--- config.mk ---
export PLATFORM = sky130hd
export DESIGN_NAME = truth_table_scanner_flat
export DESIGN_NICKNAME = d
export VERILOG_FILES = /design/src/rtl/tts_pkg.sv /design/src/rtl/truth_table_scanner_if.sv /design/src/rtl/settle_counter.sv /design/src/rtl/truth_table_scanner.sv /design/src/flat_wrapper.sv
export SDC_FILE = /design/constraint.sdc
export NUM_CORES = 1
export LEC_CHECK = 0
export ABC_AREA = 1
export ABC_CLOCK_PERIOD_IN_PS = 1110
export CAP_MARGIN = 20
export CORE_UTILIZATION = 45
export DETAILED_ROUTE_END_ITERATION = 10
export GPL_ROUTABILITY_DRIVEN = 1
export PLACE_DENSITY = 0.83
export SYNTH_ARGS = -nofsm -noshare
export SYNTH_HDL_FRONTEND = slang
export SYNTH_SLANG_ARGS = --single-unit
--- constraint.sdc ---
create_clock -name clk -period 1.11 [get_ports clk]
set_input_delay 0.2775 -clock clk [delete_from_list [all_inputs] [get_ports clk]]
set_output_delay 0.2775 -clock clk [all_outputs]
set_load 0.005 [all_outputs]
--- src/rtl/tts_pkg.sv ---
// Shared types and defaults for the truth-table scanner.
// Optional ones-count output is controlled by TRUTH_TABLE_SCANNER_ONES_EN.
package tts_pkg;

  typedef enum logic [1:0] {
    IDLE   = 2'd0,
    DRIVE  = 2'd1,
    SAMPLE = 2'd2,
    DONE   = 2'd3
  } state_e;

  localparam int SEL_W_DEF  = 3;
  localparam int SETTLE_DEF = 1;

endpackage

--- src/rtl/truth_table_scanner_if.sv ---
// Bus between the scanner and the function block / board-level checker.
// ones_cnt exists only when TRUTH_TABLE_SCANNER_ONES_EN is defined.
interface truth_table_scanner_if #(
  parameter int SEL_W = tts_pkg::SEL_W_DEF
);

  logic                  start;
  logic                  abort;
  logic                  f_in;
  logic [SEL_W-1:0]      W;
  logic                  En;
  logic [(2**SEL_W)-1:0] table_out;
  logic                  busy;
  logic                  done;

`ifdef TRUTH_TABLE_SCANNER_ONES_EN
  logic [SEL_W:0]        ones_cnt;

  modport master (
    input  start, abort, f_in,
    output W, En, table_out, busy, done, ones_cnt
  );

  modport slave (
    output start, abort, f_in,
    input  W, En, table_out, busy, done, ones_cnt
  );
`else
  modport master (
    input  start, abort, f_in,
    output W, En, table_out, busy, done
  );

  modport slave (
    output start, abort, f_in,
    input  W, En, table_out, busy, done
  );
`endif

endinterface

--- src/rtl/settle_counter.sv ---
// 4-bit settle-time counter with synchronous clear and terminal count at SETTLE-1.
module settle_counter #(
  parameter int SETTLE = tts_pkg::SETTLE_DEF
) (
  input  logic clk,
  input  logic rst,
  input  logic clr_i,
  input  logic inc_i,
  output logic tc_o
);

  localparam logic [3:0] TC_VAL = 4'(SETTLE - 1);

  logic [3:0] cnt_q;

  // NOTE: sequential state uses non-blocking assignments so every flop sees pre-edge values.
  always_ff @(posedge clk or posedge rst) begin
    if (rst) begin
      cnt_q <= '0;
    end else if (clr_i) begin
      cnt_q <= '0;
    end else if (inc_i) begin
      cnt_q <= cnt_q + 4'd1;
    end
  end

  assign tc_o = (cnt_q == TC_VAL);

endmodule

--- src/rtl/truth_table_scanner.sv ---
// Walks W through every code with En high, samples f after SETTLE cycles, builds the table.
// Define TRUTH_TABLE_SCANNER_ONES_EN to add the registered ones_cnt output.
module truth_table_scanner
  import tts_pkg::*;
#(
  parameter int SEL_W  = SEL_W_DEF,
  parameter int SETTLE = SETTLE_DEF
) (
  input logic                   clk,
  input logic                   rst,
  truth_table_scanner_if.master bus
);

  localparam int               TBL_W     = 2**SEL_W;
  localparam logic [SEL_W-1:0] LAST_CODE = '1;

  state_e           state_q;
  logic [SEL_W-1:0] w_q;
  logic             en_q;
  logic             busy_q;
  logic             done_q;
  logic [TBL_W-1:0] table_q;
  logic [TBL_W-1:0] table_d;
  logic             settle_tc;

  settle_counter #(.SETTLE(SETTLE)) u_settle (
    .clk   (clk),
    .rst   (rst),
    .clr_i (state_q != DRIVE),
    .inc_i (state_q == DRIVE),
    .tc_o  (settle_tc)
  );

  // NOTE: every always_comb output gets a default first, so no latch is inferred.
  always_comb begin
    table_d        = table_q;
    table_d[w_q]   = bus.f_in;
  end

`ifdef TRUTH_TABLE_SCANNER_ONES_EN
  logic [SEL_W:0] ones_q;
  logic [SEL_W:0] ones_d;

  // Count over the table as it will be after the final capture, so it lands with done.
  always_comb begin
    ones_d = '0;
    for (int i = 0; i < TBL_W; i++) begin
      ones_d = ones_d + (SEL_W+1)'(table_d[i]);
    end
  end

  always_ff @(posedge clk or posedge rst) begin
    if (rst) begin
      ones_q <= '0;
    end else if (busy_q && bus.abort) begin
      ones_q <= '0;
    end else if (state_q == IDLE && bus.start && !bus.abort) begin
      ones_q <= '0;
    end else if (state_q == SAMPLE && w_q == LAST_CODE) begin
      ones_q <= ones_d;
    end
  end

  assign bus.ones_cnt = ones_q;
`endif

  // NOTE: the table register is reset explicitly so no partial table survives rst.
  always_ff @(posedge clk or posedge rst) begin
    if (rst) begin
      state_q <= IDLE;
      w_q     <= '0;
      en_q    <= 1'b0;
      busy_q  <= 1'b0;
      done_q  <= 1'b0;
      table_q <= '0;
    end else begin
      done_q <= 1'b0;
      if (busy_q && bus.abort) begin
        state_q <= IDLE;
        w_q     <= '0;
        en_q    <= 1'b0;
        busy_q  <= 1'b0;
        table_q <= '0;
      end else begin
        case (state_q)
          IDLE: begin
            if (bus.start && !bus.abort) begin
              state_q <= DRIVE;
              w_q     <= '0;
              en_q    <= 1'b1;
              busy_q  <= 1'b1;
              table_q <= '0;
            end
          end
          DRIVE: begin
            if (settle_tc) begin
              state_q <= SAMPLE;
            end
          end
          SAMPLE: begin
            table_q <= table_d;
            if (w_q == LAST_CODE) begin
              state_q <= DONE;
              w_q     <= '0;
              en_q    <= 1'b0;
              busy_q  <= 1'b0;
              done_q  <= 1'b1;
            end else begin
              state_q <= DRIVE;
              w_q     <= w_q + SEL_W'(1);
            end
          end
          DONE: begin
            state_q <= IDLE;
          end
          default: begin
            state_q <= IDLE;
          end
        endcase
      end
    end
  end

  assign bus.W         = w_q;
  assign bus.En        = en_q;
  assign bus.busy      = busy_q;
  assign bus.done      = done_q;
  assign bus.table_out = table_q;

endmodule

--- src/flat_wrapper.sv ---
// flat-port wrapper written by rule: the top's interface ports become plain ports
module truth_table_scanner_flat import tts_pkg::*;
#(
  parameter int SEL_W  = SEL_W_DEF,
  parameter int SETTLE = SETTLE_DEF
)
  (clk, rst, bus_start, bus_abort, bus_f_in, bus_W, bus_En, bus_table_out, bus_busy, bus_done);
  truth_table_scanner_if #(.SEL_W(SEL_W)) bus_i ();
  input logic clk;
  input logic rst;
  input wire logic [$bits(bus_i.start)-1:0] bus_start;
  input wire logic [$bits(bus_i.abort)-1:0] bus_abort;
  input wire logic [$bits(bus_i.f_in)-1:0] bus_f_in;
  output wire logic [$bits(bus_i.W)-1:0] bus_W;
  output wire logic [$bits(bus_i.En)-1:0] bus_En;
  output wire logic [$bits(bus_i.table_out)-1:0] bus_table_out;
  output wire logic [$bits(bus_i.busy)-1:0] bus_busy;
  output wire logic [$bits(bus_i.done)-1:0] bus_done;
  assign bus_i.start = bus_start;
  assign bus_i.abort = bus_abort;
  assign bus_i.f_in = bus_f_in;
  assign bus_W = bus_i.W;
  assign bus_En = bus_i.En;
  assign bus_table_out = bus_i.table_out;
  assign bus_busy = bus_i.busy;
  assign bus_done = bus_i.done;
  truth_table_scanner #(.SEL_W(SEL_W), .SETTLE(SETTLE)) u_core (.clk(clk), .rst(rst), .bus(bus_i));
endmodule
==> results of run 1 <==
[layer usage]
layer / vias up / wire length [um] / GRT usage, %
met5: - / 0 / 0
met4: 0 / 27 / 10.0
met3: 4 / 124 / 3.09
met2: 32 / 1270 / 39.4
met1: 490 / 1030 / 25.4
li1: 500 / - / -
[power groups by stage]
stage	Combinational [uW]	Clock, uW	Sequential, uW
finish	1500	363	893
global route	1660	396	909
CTS	1390	375	893
detailed placement	1110	0	919
global placement	1080	0	908
floorplan	680	0	923
[cell type report]
type	count	share of cell area [%]
Clock buffer	3	1.52
Sequential cell	19	32.0
Multi-Input combinational cell	91	34.3
Tap cell	27	2.27
Clock inverter	1	0.337
Timing Repair Buffer	44	24.1
Inverter	21	5.48
[sequential cells by signal, indices dropped and copies added, names as in the netlist]
register / cells
u_core.bus.table_out: 8
u_core.state_q: 2
u_core.bus.W: 3
u_core.bus.En: 1
u_core.bus.done: 1
u_core.u_settle.cnt_q: 4
[through the flow]
step                      setup WS, ps  util (%)  power [uW]  hold slack [ps]
after floorplan                  -34.3         -        1600              229
after global placement            -407      66.2        1990              455
after global routing              -242      72.7        2960              296
after CTS                         -191      70.9        2660              267
final                             -174      72.7        2760              261
after detailed placement          -439      66.2        2030              464
[worst max-delay path by stage]
stage / start / to / slack (ps) / cells after the start
2_1_floorplan: u_core.bus.W[1]$_DFFE_PP0P_ / u_core.state_q[1]$_DFFE_PP0P_ / -30 / 6
3_3_place_gp: bus_abort / u_core.bus.table_out[4]$_DFFE_PP0P_ / -410 / 9
4_1_cts: u_core.bus.En$_DFFE_PP0P_ / u_core.bus.table_out[1]$_DFFE_PP0P_ / -190 / 10
3_5_place_dp: bus_abort / u_core.bus.table_out[1]$_DFFE_PP0P_ / -440 / 9
5_1_grt: u_core.bus.En$_DFFE_PP0P_ / u_core.bus.table_out[6]$_DFFE_PP0P_ / -240 / 10
6_report: u_core.bus.En$_DFFE_PP0P_ / u_core.bus.table_out[1]$_DFFE_PP0P_ / -170 / 10
[worst max-delay path: stages, from the launching register on]
cell     delay [ps]
dfrtp_1         400
buf_6           120
buf_6           110
nand2_4          60
nand2_4          60
nor2_4          130
buf_6           140
nand2_2          50
nand2_2          60
nand2_1          50
nand2_1          50
[logic make-up (layout without fill, tap and decap cells)]
family / count (synthesis) / in the layout / share of synthesized area [%]
flops: 19 / 19 / 46.6
simple gates: 79 / 79 / 33.2
buf+inv: 24 / 69 / 10.7
fa+ha+maj: 4 / 4 / 4.90
compound gates: 6 / 6 / 2.94
xor+xnor: 2 / 2 / 1.72
[placed cells by master, fill, tap and decap left out]
| cell | instances |
|---|---|
| a21oi_1 | 2 |
| buf_12 | 1 |
| buf_2 | 11 |
| buf_4 | 17 |
| buf_6 | 9 |
| clkbuf_2 | 1 |
| clkbuf_4 | 3 |
| clkdlybuf4s50_1 | 4 |
| clkinv_2 | 1 |
| dfrtp_1 | 19 |
| dlygate4sd2_1 | 1 |
| ha_1 | 2 |
| ha_4 | 2 |
| inv_1 | 17 |
| inv_2 | 3 |
| inv_4 | 1 |
| nand2_1 | 42 |
| nand2_2 | 10 |
| nand2_4 | 3 |
| nand3_1 | 10 |
| nand3_2 | 2 |
| nand4_1 | 1 |
| nor2_1 | 7 |
| nor2_2 | 3 |
| nor2_4 | 1 |
| o21ai_0 | 1 |
| o21ai_1 | 3 |
| xnor2_1 | 1 |
| xor2_1 | 1 |
[repair_timing]
| item | 4_1_cts | 5_1_grt |
|---|---|---|
| endpoints found under the setup margin | 28 | 28 |
| pin swaps | 3 | 6 |
| hold buffers | 0 | 0 |
| setup buffers | 7 | 2 |
| resized for setup | 68 | 11 |
| gates cloned | 1 | 0 |
==> summary.txt, run 1 <==
Synthesis
  • Synthesized instance count: 134
  • Avg Cell Area, Syn: between 7 and 8 sq um
  • FFs w/ async S/R, synth: 100%
  • Ys Warns: 0
  • Sequential fraction of the synthesis area: 46.6%
  • Post-synth top cells: 48 x nand2_1, 20 x inv_1, 19 x dfrtp_1
  • Synth cell types: 17
  • Flops & latches, synth: 19
  • Largest area contributor in the synthesized netlist: dfrtp_1
  • Post-synth top area share: 46.6%
  • Most common cell in the synthesized netlist: nand2_1
  • Mapped Area: 0.00102 sq mm
  • Syn nets: 143
  • Leading post-synthesis cells by cell area: dfrtp_1 47%, nand2_1 18%, inv_1 7.4%
  • Post-synth EDFFs: 0
  • Top_reg_cell synth: dfrtp_1

Die
  • Io pins: 19
  • Initial Utilization: 50.0%
  • Die ar.: 0.00246 sq mm
  • Die Span Y: between 40 and 50 um
  • Rows: 16
  • Die width: between 40 and 50 um
  • Core area: 0.00204 sq mm

Layout
  • Register Area: 475 sq um
  • N_diodes: 0
  • Post-layout nets: approximately 190
  • Layout overhead on the synthesized area: 45.5%
  • Layout cells sized above 1: 38.0%
  • Area of the multi-input gates: 509 sq um
  • # fillers: 163
  • Cell area after layout: ~0.0015 sq mm
  • Final Non-Filler Cells: 206

Route
  • Drt first pass iters: 4
  • DRC errors left: 0
  • Post-route ant nets: 0
  • WL/cell: ~12 um
  • Vias: roughly 1000
  • Iteration-0 DRC count of the detailed router: 13
  • Via density: 4.98
  • Total Wirelength: roughly 2.5 mm

Global routing
  • Largest net degree at the start of global routing: 20
  • Vias in the first global route: 962
  • Antenna violations before repair: 0
  • First-pass GRT wire length: 4.07 mm
  • GRT overflow: 0
  • GRT Overall Usage: 21.9%

Timing
  • Final setup fails: 20
  • RSZ-0062 raised after global routing: true
  • Final Hold Violating Endpoints: 0
  • Worst-case clock skew: 6.10 ps
  • Setup WS post-layout: -174 ps
  • Worst slew pin tran: 198 ps
  • Max Slew Vio Count: 0
  • Rel. slew slack: between 80% and 90%
  • Max frequency: approximately 0.8 GHz
  • Fin crit period: 1280 ps
  • Setup TNS: -2400 ps
  • Tcrit/Tclk final: 116%

Setup path
  • Reg-to-reg setup timing slack: -170 ps
  • Critical path class: flip-flop to flip-flop
  • R2R Path End: u_core.bus.table_out[1]$_DFFE_PP0P_
  • Critical Path Start Type: flip-flop
  • Crit path DAT: approximately 1500 ps
  • CP endpoint kind: flip-flop
  • Worst reg2reg path depth: 10
  • CP max FO: 5
  • FF-to-FF Start: u_core.bus.En$_DFFE_PP0P_
  • Critical Path RT: 1370 ps

Place
  • Routability cong.: 0.893
  • Cell count after placement: approximately 190
  • Placement Cell Area: 0.00135 sq mm
  • Detailed placer's ending HPWL: 1.58 mm
  • IO buf count: 18

Hold path
  • Min-Delay Path Class: primary input to asynchronous set/reset pin

Outcome
  • Run status: finished with violations
  • Failing checks: negative setup slack

Clock tree
  • CTS tree: yes
  • Total CTS buffers: 3
  • Clk root buf: clkbuf_4
  • Worst-path clk slew: 110 ps
  • Clock sinks: 19
  • Longest Clk Path Bufs: 2
  • Htree depth: 1
  • Clk_lat worst skew: around 310 ps

Power and ir drop
  • Static leakage: about 0.00086 uW
  • Internal Power: 1660 uW
  • Sequential power share: 32.4%
  • Clock group share of total power: 13.2%
  • Sw Pwr: between 1000 and 1500 uW
  • Worst VDD drop: 1180 uV
  • Sw Share: 39.8%
  • Combinational Power Share: 54.5%
  • Power Dens Cells: 1860 mW/mm^2

Job
  • Max-Cap Viols: 0
(Power assumes the default switching activity.)
==> run 2: changes to the inputs <==
CORE_UTILIZATION = 46   (was 45)
PLACE_DENSITY = 0.84   (was 0.83)
SYNTH_HIERARCHICAL = 1   (was unset)
==> summary.txt, run 2 <==
Synthesis
  • Synthesized instance count: 146 (+9.0%)
  • Mapped Area: 0.00106 sq mm (+4.3%)
  • Avg Cell Area, Syn: 7.29 sq um (-4.3%)
  • Post-synth EDFFs: 0 (unchanged)
  • Most common cell in the synthesized netlist: nand2_1
  • Top_reg_cell synth: dfrtp_1
  • Syn nets: 155 (+8.4%)
  • Largest area contributor in the synthesized netlist: dfrtp_1
  • Post-synth top cells: 55 x nand2_1, 21 x inv_1, 19 x dfrtp_1
  • Post-synth top area share: 44.7% (-1.9 points)
  • Sequential fraction of the synthesis area: 44.7% (-1.9 points)
  • Synth cell types: 17 (unchanged)
  • Leading post-synthesis cells by cell area: dfrtp_1 45%, nand2_1 19%, inv_1 7.4%
  • Ys Warns: 6 (+6)
  • FFs w/ async S/R, synth: 100% (unchanged)
  • Flops & latches, synth: 19 (unchanged)

Die
  • Initial Utilization: 48.6% (-1.4 points)
  • Die ar.: 0.00251 sq mm (+1.9%)
  • Core area: 0.00219 sq mm (+7.3%)
  • Rows: 17 (+1)
  • Die width: 50.1 um (+0.97%)
  • Die Span Y: 50.1 um (+0.97%)
  • Io pins: 19 (unchanged)

Setup path
  • Critical Path RT: 1350 ps (-20 ps)
  • CP delay by family, top: simple AND/OR/NAND/NOR gates
  • Critical-path cell list: buf_6 > buf_6 > nand2_4 > inv_4 > nor2_4 > inv_2 > nor2_4 > nand2_1 > nand2_1
  • Worst path slowest cell: dfrtp_1
  • Crit path DAT: 1650 ps (+110 ps)
  • Worst path buffer plus inverter count: 4 (+1)
  • CP max FO: 8 (+3)
  • Critical Path Start Type: flip-flop
  • FF-to-FF Start: u_core/bus.busy$_DFFE_PP0P_
  • Worst Setup SP: u_core/bus.busy$_DFFE_PP0P_
  • Critical path class: flip-flop to flip-flop
  • Max incr delay on CP: 400 ps (about the same)
  • CP endpoint kind: flip-flop

Global routing
  • Largest net degree at the start of global routing: 16 (-20%)
  • Vias in the first global route: 1101 (+14%)
  • Antenna violations before repair: 0 (unchanged)
  • First-pass GRT wire length: 4.85 mm (+19%)
  • GRT overflow: 0 (unchanged)
  • GRT Overall Usage: 26.3% (+4.4 points)

Timing
  • Tcrit/Tclk final: 127% (+11 points)
  • Rel. slew slack: 86.1% (-0.59 points)
  • Setup TNS: -3670 ps (-1280 ps)
  • Setup WS post-layout: -299 ps (-126 ps)
  • Fin crit period: 1410 ps (+126 ps)
  • Final setup fails: 27 (+35%)
  • Worst slew pin tran: 208 ps (+9.10 ps)
  • Max Slew Vio Count: 0 (unchanged)
  • Worst-case clock skew: 9.67 ps (+3.58 ps)
  • RSZ-0062 raised after global routing: true
  • Max frequency: 0.710 GHz (-8.9%)
  • Final Hold Violating Endpoints: 0 (unchanged)

Route
  • WL/cell: 15.9 um (+33%)
  • Post-route ant nets: 0 (unchanged)
  • Iteration-0 DRC count of the detailed router: 51 (+38)
  • Drt first pass iters: 4 (unchanged)
  • Via density: 5.37 (+7.8%)
  • Total Wirelength: 3.67 mm (+49%)
  • DRC errors left: 0 (unchanged)
  • Vias: 1240 (+21%)

Clock tree
  • Clk_lat worst skew: 300 ps (about the same)
  • Total CTS buffers: 3 (unchanged)
  • Htree depth: 1 (unchanged)
  • Longest Clk Path Bufs: 2 (unchanged)
  • Clk root buf: clkbuf_4
  • Clock sinks: 19 (unchanged)
  • Hold buffers post-CTS: 0 (unchanged)
  • CTS tree: yes
  • Worst-path clk slew: 110 ps (about the same)

Power and ir drop
  • Worst VDD drop: 1320 uV (+12%)
  • Tot Pwr: 3400 uW (+23%)
  • Static leakage: 0.000954 uW (+11%)
  • Power Dens Cells: 1980 mW/mm^2 (+6.4%)

Place
  • IO buf count: 18 (unchanged)
  • Routability cong.: 0.802 (-10%)
  • DP Worst Slack: -407 ps (+32.7 ps)
  • Detailed placer's ending HPWL: 1.86 mm (+18%)

Layout
  • Layout overhead on the synthesized area: 61.8%
  • Layout cells sized above 1: 50.2% (+12 points)
  • Most common cell after layout, fill and taps aside: nand2_1
  • # fillers: 131 (-20%)
  • Post-layout nets: 213 (+13%)
  • Area of the multi-input gates: 618 sq um (+21%)
  • N_diodes: 0 (unchanged)
  • Max reg flops: 8 (unchanged)
  • Register Area: 479 sq um (+0.79%)
  • Commonest cells after routing, fill and taps aside: 47 x nand2_1, 26 x buf_4, 16 x dfrtp_1, 14 x inv_1
  • Finished Core Util: 78.6% (+5.9 points)

Hold path
  • Min-Delay Path Class: primary input to asynchronous set/reset pin

Outcome
  • Failing checks: negative setup slack
  • Run status: finished with violations

Job
  • Max-Cap Viols: 0 (unchanged)
run 2: logic make-up after synthesis:
| logic type | count (synthesis) | share of synthesized area [%] |
|---|---|---|
| fa+ha+maj | 4 | 4.70 |
| flops | 19 | 44.7 |
| buf+inv | 28 | 10.9 |
| simple gates | 87 | 36.0 |
| compound gates | 8 | 3.76 |
run 2: power by group:
| group | switching [uW] | leakage, uW | internal, uW |
|---|---|---|---|
| Sequential | 77.2 | 0.000255 | 796 |
| Clock | 211 | 0.0000150 | 140 |
| Combinational | 1150 | 0.000684 | 1030 |
| Total | 1440 | 0.000954 | 1960 |
run 2: what timing repair did:
action	CTS	global route
setup endpoints to repair	32	33
pin swaps	21	10
setup buffers	10	10
gates resized for setup	71	34
run 2: worst register-to-register path: stages (launching register included):
cell and delay [ps]:
dfrtp_1 400, buf_6 130, buf_6 110, nand2_4 60, inv_4 40, nor2_4 130, inv_2 60, nor2_4 180
nand2_1 120, nand2_1 110
run 2: path summary, 6_finish.rpt:
check	to	slack, ps	cells after the start
setup reg to reg	u_core/bus.table_out[5]$_DFFE_PP0P_	-300	9
hold / removal	u_core/u_settle/cnt_q[3]$_DFFE_PP0P_	170	2
setup / recovery	u_core/bus.table_out[5]$_DFFE_PP0P_	-300	9
hold reg to reg	u_core/bus.table_out[2]$_DFFE_PP0P_	490	2
min in group clk	u_core/bus.table_out[2]$_DFFE_PP0P_	490	2
max in group asynchronous	u_core/state_q[1]$_DFFE_PP0P_	680	3
run 2: stage by stage:
step / instances / hold WS (ps) / cell area (sq um)
after detailed placement: 209 / 461 / 1460
after global placement: 209 / 454 / 1460
after floorplan: 146 / 43.6 / 1090
final: 231 / 168 / 1720
after CTS: 223 / 171 / 1550
after global routing: 231 / 157 / 1720
run 2: layer usage:
metal	GRT usage, %	up-vias	wire length, um
met5	0	-	0
met4	12.4	0	159
met3	4.32	25	213
li1	-	559	-
met2	47.1	72	1890
met1	29.9	584	1400
run 2: final cells by class:
cell class / instances / area share (%)
Tap cell: 28 / 2.03
Timing Repair Buffer: 55 / 26.7
Sequential cell: 19 / 27.8
Multi-Input combinational cell: 99 / 35.9
Clock buffer: 4 / 1.53
Inverter: 26 / 6.10
==> run 3: changes to the inputs <==
ABC_CLOCK_PERIOD_IN_PS = 1200   (was 1110)
clock period = 1.2 ns   (was 1.11 ns; I/O delays follow)
==> summary.txt, run 3 (synthesis results as in run 2) <==
Die
  • Io pins: 19 (unchanged)
  • Core area: 0.00219 sq mm (unchanged)
  • Die ar.: 0.00251 sq mm (unchanged)
  • Die width: 50.1 um (unchanged)
  • Rows: 17 (unchanged)
  • Die Span Y: 50.1 um (unchanged)
  • Initial Utilization: 48.6% (unchanged)

Clock tree
  • Longest Clk Path Bufs: 2 (unchanged)
  • Total CTS buffers: 3 (unchanged)
  • Clk_lat worst skew: 290 ps (about the same)
  • Htree depth: 1 (unchanged)
  • CTS tree: yes
  • Worst-path clk slew: 110 ps (about the same)
  • Clk root buf: clkbuf_4
  • Clock sinks: 19 (unchanged)

Timing
  • Final hold slack: 200 ps (+31.8 ps)
  • Setup WS post-layout: -142 ps (+157 ps)
  • Fin crit period: 1340 ps (-66.9 ps)
  • Worst slew pin tran: 204 ps (-3.46 ps)
  • Worst-case clock skew: 1.41 ps (-8.27 ps)
  • Final setup fails: 13 (-52%)
  • Rel. slew slack: 86.3% (+0.22 points)
  • Max frequency: 0.745 GHz (+5.0%)
  • RSZ-0062 raised after global routing: true
  • Tcrit/Tclk final: 112% (-15 points)
  • Max Slew Vio Count: 0 (unchanged)
  • Final Hold Violating Endpoints: 0 (unchanged)

Outcome
  • Run status: finished with violations
  • Failing checks: negative setup slack

Place
  • DP Worst Slack: -330 ps (+76.6 ps)
  • IO buf count: 18 (unchanged)
  • Routability cong.: 0.811 (+1.1%)
  • Placement Cell Area: 0.00140 sq mm (-3.9%)
  • Detailed placer's ending HPWL: 1.74 mm (-6.6%)

Global routing
  • GRT Overall Usage: 22.8% (-3.5 points)
  • Antenna violations before repair: 0 (unchanged)
  • Vias in the first global route: 1022 (-7.2%)
  • Largest net degree at the start of global routing: 16 (unchanged)
  • GRT busiest layer: met2
  • Met2 Track Usage GR: 39.8% (-7.3 points)
  • GRT overflow: 0 (unchanged)
  • Met3 usage: 3.09% (-1.2 points)
  • Routing usage on met1: 27.8% (-2.1 points)
  • First-pass GRT wire length: 4.33 mm (-11%)

Setup path
  • Critical-path cell list: buf_6 > ha_4 > ha_4 > inv_2 > nand2_2 > nor2_4 > nor2_1 > nor2_1 > nor2_1
  • Worst Setup SP: u_core/bus.W[0]$_DFFE_PP0P_
  • CP max FO: 4 (-4)
  • R2R Path End: u_core/bus.busy$_DFFE_PP0P_
  • Critical Path RT: 1400 ps (+50 ps)
  • Critical path's most frequent cell: nor2_1
  • Crit path DAT: 1540 ps (-110 ps)
  • FF-to-FF Start: u_core/bus.W[0]$_DFFE_PP0P_
  • Worst reg2reg path depth: 9 (unchanged)
  • Critical Path Start Type: flip-flop
  • Critical path class: flip-flop to flip-flop
  • Worst path slowest cell: dfrtp_2
  • Max incr delay on CP: 440 ps (+40 ps)
  • End of the critical path: u_core/bus.busy$_DFFE_PP0P_
  • CP endpoint kind: flip-flop
  • Reg-to-reg setup timing slack: -140 ps (+160 ps)

Layout
  • Max reg flops: 8 (unchanged)
  • Finished Core Util: 70.2% (-8.5 points)
  • Commonest cells after routing, fill and taps aside: 52 x nand2_1, 19 x buf_4, 16 x dfrtp_1, 15 x inv_1, 11 x nand3_1
  • Post-layout nets: 201 (-5.6%)
  • N_diodes: 0 (unchanged)
  • Layout overhead on the synthesized area: 44.4%
  • Most common cell after layout, fill and taps aside: nand2_1
  • Cell area after layout: 0.00154 sq mm (-11%)
  • Layout cells sized above 1: 38.2% (-12 points)

Hold path
  • Min-Delay Path Class: primary input to asynchronous set/reset pin

Power and ir drop
  • Power Dens Cells: 1690 mW/mm^2 (-15%)
  • Tot Pwr: 2600 uW (-24%)
  • Static leakage: 0.000885 uW (-7.3%)
  • Worst VDD drop: 1040 uV (-21%)

Route
  • DRC errors left: 0 (unchanged)
  • Drt first pass iters: 4 (unchanged)
  • Total Wirelength: 2.57 mm (-30%)
  • Vias: 1071 (-14%)
  • Iteration-0 DRC count of the detailed router: 32 (-37%)
  • Via density: 4.89 (-8.9%)
  • Post-route ant nets: 0 (unchanged)
  • WL/cell: 11.7 um (-26%)

Job
  • Max-Cap Viols: 0 (unchanged)
-- run 3: area by class of cell --
cell class / count / area, sq um
inverter: 26 / 100
sequential: 19 / 479
timing repair buffer: 43 / 344
clock buffer: 4 / 26.3
tap: 28 / 35.0
multi-input combinational: 99 / 553
fill: 178 / 653
-- run 3: how the worst min path moves through the flow --
| stage | cells after the start | from | end | slack, ps |
|---|---|---|---|---|
| 6_report | 2 | rst | u_core/u_settle/cnt_q[3]$_DFFE_PP0P_ | 200 |
| 5_1_grt | 2 | rst | u_core/u_settle/cnt_q[3]$_DFFE_PP0P_ | 220 |
| 4_1_cts | 2 | rst | u_core/u_settle/cnt_q[3]$_DFFE_PP0P_ | 210 |
| 3_5_place_dp | 2 | u_core/bus.table_out[1]$_DFFE_PP0P_ | u_core/bus.table_out[1]$_DFFE_PP0P_ | 460 |
| 3_3_place_gp | 2 | u_core/bus.table_out[4]$_DFFE_PP0P_ | u_core/bus.table_out[4]$_DFFE_PP0P_ | 460 |
| 2_1_floorplan | 1 | rst | u_core/u_settle/cnt_q[0]$_DFFE_PP0P_ | 70 |
-- run 3: through the flow --
stage,cells,setup TNS [ps]
after CTS,214,-726
after detailed placement,203,-3950
after global placement,203,-3200
final,219,-848
after floorplan,146,-73.4
after global routing,219,-1870
-- run 3: power by group --
group | internal, uW | switching [uW]
Clock | 129 | 194
Sequential | 736 | 81.8
Combinational | 657 | 797
Total | 1520 | 1070
-- run 3: metal layers --
layer / vias up / part of all wire, %
met5: - / 0
li1: 530 / -
met3: 4 / 5.0
met2: 26 / 52
met1: 511 / 42
met4: 0 / 0.54
-- run 3: worst max-delay path: cells and delay by family (launching register included) --
family        cells  cell delay [ps]
fa+ha+maj         2              310
simple gates      5              320
buf+inv           2              180
flops             1              440
-- run 3: repair_timing --
action	CTS	global route
hold buffers	0	0
endpoints found under the setup margin	24	24
pin swaps	18	4
setup buffers	7	5
endpoints found under the hold margin	0	0
resized for setup	55	18
gates cloned	0	0
==> edit 1: new RTL, flow settings as in run 3 <==
Encoding of `state_e`: now Gray code (2 bits for 4 states).
--- a/src/rtl/tts_pkg.sv
+++ b/src/rtl/tts_pkg.sv
@@ -5,6 +5,6 @@
   typedef enum logic [1:0] {
-    IDLE   = 2'd0,
-    DRIVE  = 2'd1,
-    SAMPLE = 2'd2,
-    DONE   = 2'd3
+    IDLE   = 2'b00,
+    DRIVE  = 2'b01,
+    SAMPLE = 2'b11,
+    DONE   = 2'b10
   } state_e;
Check against the original RTL: no difference found for any inputs over 10 cycles, from zero or initial values and one cycle with rst high; not proved beyond that.
==> edit 1 against run 3 <==
The flow still finishes with violations (setup timing); total power grew 53%; clock skew increased by 5.6 ps; critical path depth did not move; first-iteration DRC count increased to 2.7 times the old value; via count rose by 16%; wire length increased by 45%; hold slack got worse by 21 ps; final area grew 19%; setup slack lost 18 ps; area after synthesis increased by 4.6%; sequential cell count did not move; combinational power increased by 88%; final cell count up 6.8%; largest cell class unchanged.
==> edit 1: results <==
group,metric,value,unit
synthesis,synth-compound-area-share,4.49,%
setup_path,cpPeakStageDelay,390,ps
synthesis,synth_cell_type_count,19,
setup_path,cp_slowest_cell,"sky130_fd_sc_hd__dfrtp_1",
place,detailed_place.area,1460,µm²
global_route,met2_usage,51.3,%
clock_network,cts_setup_buffers,15,
clock_network,cts_resized,61,
synthesis,netlist_instances,149,
synthesis,synth.area.top_cells,"sky130_fd_sc_hd__dfrtp_1, sky130_fd_sc_hd__nand2_1, sky130_fd_sc_hd__inv_1",
power_and_ir_drop,p_leak,0.00102,µW
setup_path,critical-path-top-delay-family,"buffers and inverters",
finish,finish.net_count,217,
sta,setup_viol,18,
drt,route.detailed.wl_per_inst,16.0,µm
place,placedCellCount,210,
drt,wl_met2,1.92,mm
sta,timing.setup.tns,-1970,ps
synthesis,synth-adder-area-share,5.62,%
status,result_of_the_run,"complete, but fails checks",
global_route,grt_pass1_vias,1215,
place,hpwlAfterDp,1.78,mm
drt,dr.pass1.iters,5,
setup_path,worstPathArrival,1560,ps
synthesis,postSynthNetCount,159,
global_route,grt_util_met3,5.65,%
sta,finalWorstSetupSlack,-160,ps
finish,drive_above_1_share,50.0,%
drt,m1WireLength,1.45,mm
status,violations,"setup timing",
place,place_congestion,0.830,
finish,nFillCells,115,
drt,mean_number_of_vias_per_cell,5.32,
setup_path,r2r_start,"u_core/bus.busy",
power_and_ir_drop,switching_share_of_total_power,45.9,%
synthesis,synth_commonest_cells,"sky130_fd_sc_hd__nand2_1, sky130_fd_sc_hd__inv_1, sky130_fd_sc_hd__dfrtp_1, sky130_fd_sc_hd__nand3_1, sky130_fd_sc_hd__nor2_1",
edit 1: worst max path at each step:
stage / cells after the start / endpoint / slack (ps) / start
2_1_floorplan: 7 / u_core/bus.busy / 9 / u_core/bus.W[1]
3_3_place_gp: 8 / u_core/bus.table_out[1] / -300 / bus_abort
3_5_place_dp: 8 / u_core/bus.table_out[1] / -320 / bus_abort
4_1_cts: 9 / u_core/bus.table_out[0] / -130 / u_core/bus.busy
5_1_grt: 9 / u_core/bus.table_out[7] / -230 / u_core/bus.busy
6_report: 9 / u_core/bus.table_out[6] / -160 / u_core/bus.busy
edit 1: area by class of cell:
class / instances / area (µm²) / share of cell area (%)
clock buffer: 3 / 22.5 / 1.23
tap: 28 / 35.0 / 1.92
multi-input combinational: 101 / 714 / 39.1
sequential: 19 / 477 / 26.1
inverter: 29 / 138 / 7.53
timing repair buffer: 53 / 437 / 23.9
clock inverter: 1 / 5.00 / 0.274
==> edit 2: new RTL, config.mk and constraints of run 3 <==
Made on the original files. Set the package constant `SEL_W_DEF` to 2 (it was 3).
--- a/src/rtl/tts_pkg.sv
+++ b/src/rtl/tts_pkg.sv
@@ -11,3 +11,3 @@
 
-  localparam int SEL_W_DEF  = 3;
+  localparam int SEL_W_DEF  = 2;
   localparam int SETTLE_DEF = 1;
Ports: changed (resized bus_W and bus_table_out); port bits go from 19 to 14. No check against the original RTL was run, so the function may have changed too.
==> edit 2 against run 3 <==
The flow still finishes with violations (setup timing); hold slack improved by 40 ps; sequential cell count shrank 5; wire length up 0.16%; area after synthesis decreased by 18%; total power rose by 0.97%; final area decreased by 15%; synthesized cell count shrank 23%; setup slack better by 80 ps; via count is 17% lower; critical path type unchanged; critical endpoint is now u_core/bus.table_out[3].
==> edit 2: results <==
group,metric,value,unit
finish,nFillCells,130,
setup_path,critical_path.max_fanout,3,
synthesis,postSynthNetCount,124,
sta,max_slew.worst_pin.slew,424,ps
synthesis,synth_cell_type_count,18,
setup_path,cpPeakStageDelay,410,ps
sta,finClkSkew,10.8,ps
drt,wirelength,2.58,mm
finish,drive_above_1_share,47.9,%
sta,setup_viol,7,
status,result_of_the_run,"complete, but fails checks",
power_and_ir_drop,power.density_cell_area,2010,nW/µm²
place,detailed_place.area,1080,µm²
sta,finalWorstSetupSlack,-62.3,ps
setup_path,worstPathArrival,1460,ps
power_and_ir_drop,max-vdd-ir-drop,1.10,mV
synthesis,synth_commonest_cells,"sky130_fd_sc_hd__nand2_1, sky130_fd_sc_hd__inv_1, sky130_fd_sc_hd__dfrtp_1, sky130_fd_sc_hd__nand3_1, sky130_fd_sc_hd__ha_1",
drt,vias_post_dr,894,
place,place_congestion,0.840,
global_route,global_route_wire_length_before_repair,3.65,mm
power_and_ir_drop,p_seq,667,µW
power_and_ir_drop,combinational_share_of_power,60.8,%
power_and_ir_drop,p_leak,0.000660,µW
place,hpwlAfterDp,1.41,mm
status,violations,"setup timing",
global_route,grt_pass1_vias,836,
-- edit 2: cell count changes after synthesis, moves of 2 or more --
cell	delta
sky130_fd_sc_hd__nor2_1	-3
sky130_fd_sc_hd__dfrtp_1	-5
sky130_fd_sc_hd__nand2_1	-31
sky130_fd_sc_hd__nor2_2	+2
sky130_fd_sc_hd__nand3_2	+3
sky130_fd_sc_hd__ha_1	+3
sky130_fd_sc_hd__nand4_1	+3
sky130_fd_sc_hd__nand2_2	-2
sky130_fd_sc_hd__inv_1	-6
-- edit 2: worst max-delay path: cells and delay by family, from the launching register on --
family	cells	cell delay (ps)
adders and majority gates	1	160
buffers and inverters	3	290
DFF	1	410
and+or+nand+nor	5	310
-- edit 2: final cells by class --
cell class | count | area, µm² | area share, %
Clock buffer | 4 | 36.3 | 2.78
Tap cell | 25 | 31.3 | 2.40
Sequential cell | 14 | 352 | 26.9
Multi-Input combinational cell | 75 | 563 | 43.1
Inverter | 21 | 87.6 | 6.71
Timing Repair Buffer | 30 | 235 | 18.0
-- edit 2: what timing repair did --
| item | in CTS | in global routing |
|---|---|---|
| resized for setup | 36 | 30 |
| pin swaps | 4 | 11 |
| setup buffers | 6 | 6 |
| setup endpoints to repair | 19 | 19 |
-- edit 2: layer usage --
| metal | wire length, µm | vias up |
|---|---|---|
| li1 | - | 418 |
| met1 | 1040 | 431 |
| met2 | 1390 | 39 |
| met3 | 95 | 6 |
| met4 | 51 | 0 |
| met5 | 0 | - |
-- edit 2: through the flow --
| stage | util (%) | instances | TNS (ps) | hold WS [ps] |
|---|---|---|---|---|
| final | 74.0 | 169 | -220 | 239 |
| after global routing | 74.0 | 169 | -629 | 261 |
| after CTS | 69.1 | 163 | -111 | 206 |
| after detailed placement | 61.5 | 154 | -3470 | 463 |
| after global placement | 61.5 | 154 | -2950 | 453 |
| after floorplan | - | 112 | 0 | 66.1 |
-- edit 2: worst paths after layout --
| kind | to | startpoint | slack, ps |
|---|---|---|---|
| min reg2reg | u_core/bus.table_out[3] | u_core/bus.table_out[3] | 480 |
| min in group clk | u_core/bus.table_out[3] | u_core/bus.table_out[3] | 480 |
| max in group asynchronous | u_core/state_q[1] | rst | 540 |
| max | u_core/bus.table_out[3] | u_core/bus.W[1] | -60 |
| max reg2reg | u_core/bus.table_out[3] | u_core/bus.W[1] | -60 |
| min | u_core/u_settle/cnt_q[2] | rst | 240 |
-- edit 2: cell families (layout without fill, tap and decap cells) --
kind of cell             count (synthesis)  count (layout)  share of synthesized area, %
buffers and inverters                   23              55                          10.4
adder cells (fa/ha/maj)                  7               7                          9.99
AO/OA/AOI/OAI                            8               8                          4.57
flip-flops                              14              14                          39.9
AND/OR/NAND/NOR                         60              60                          35.1
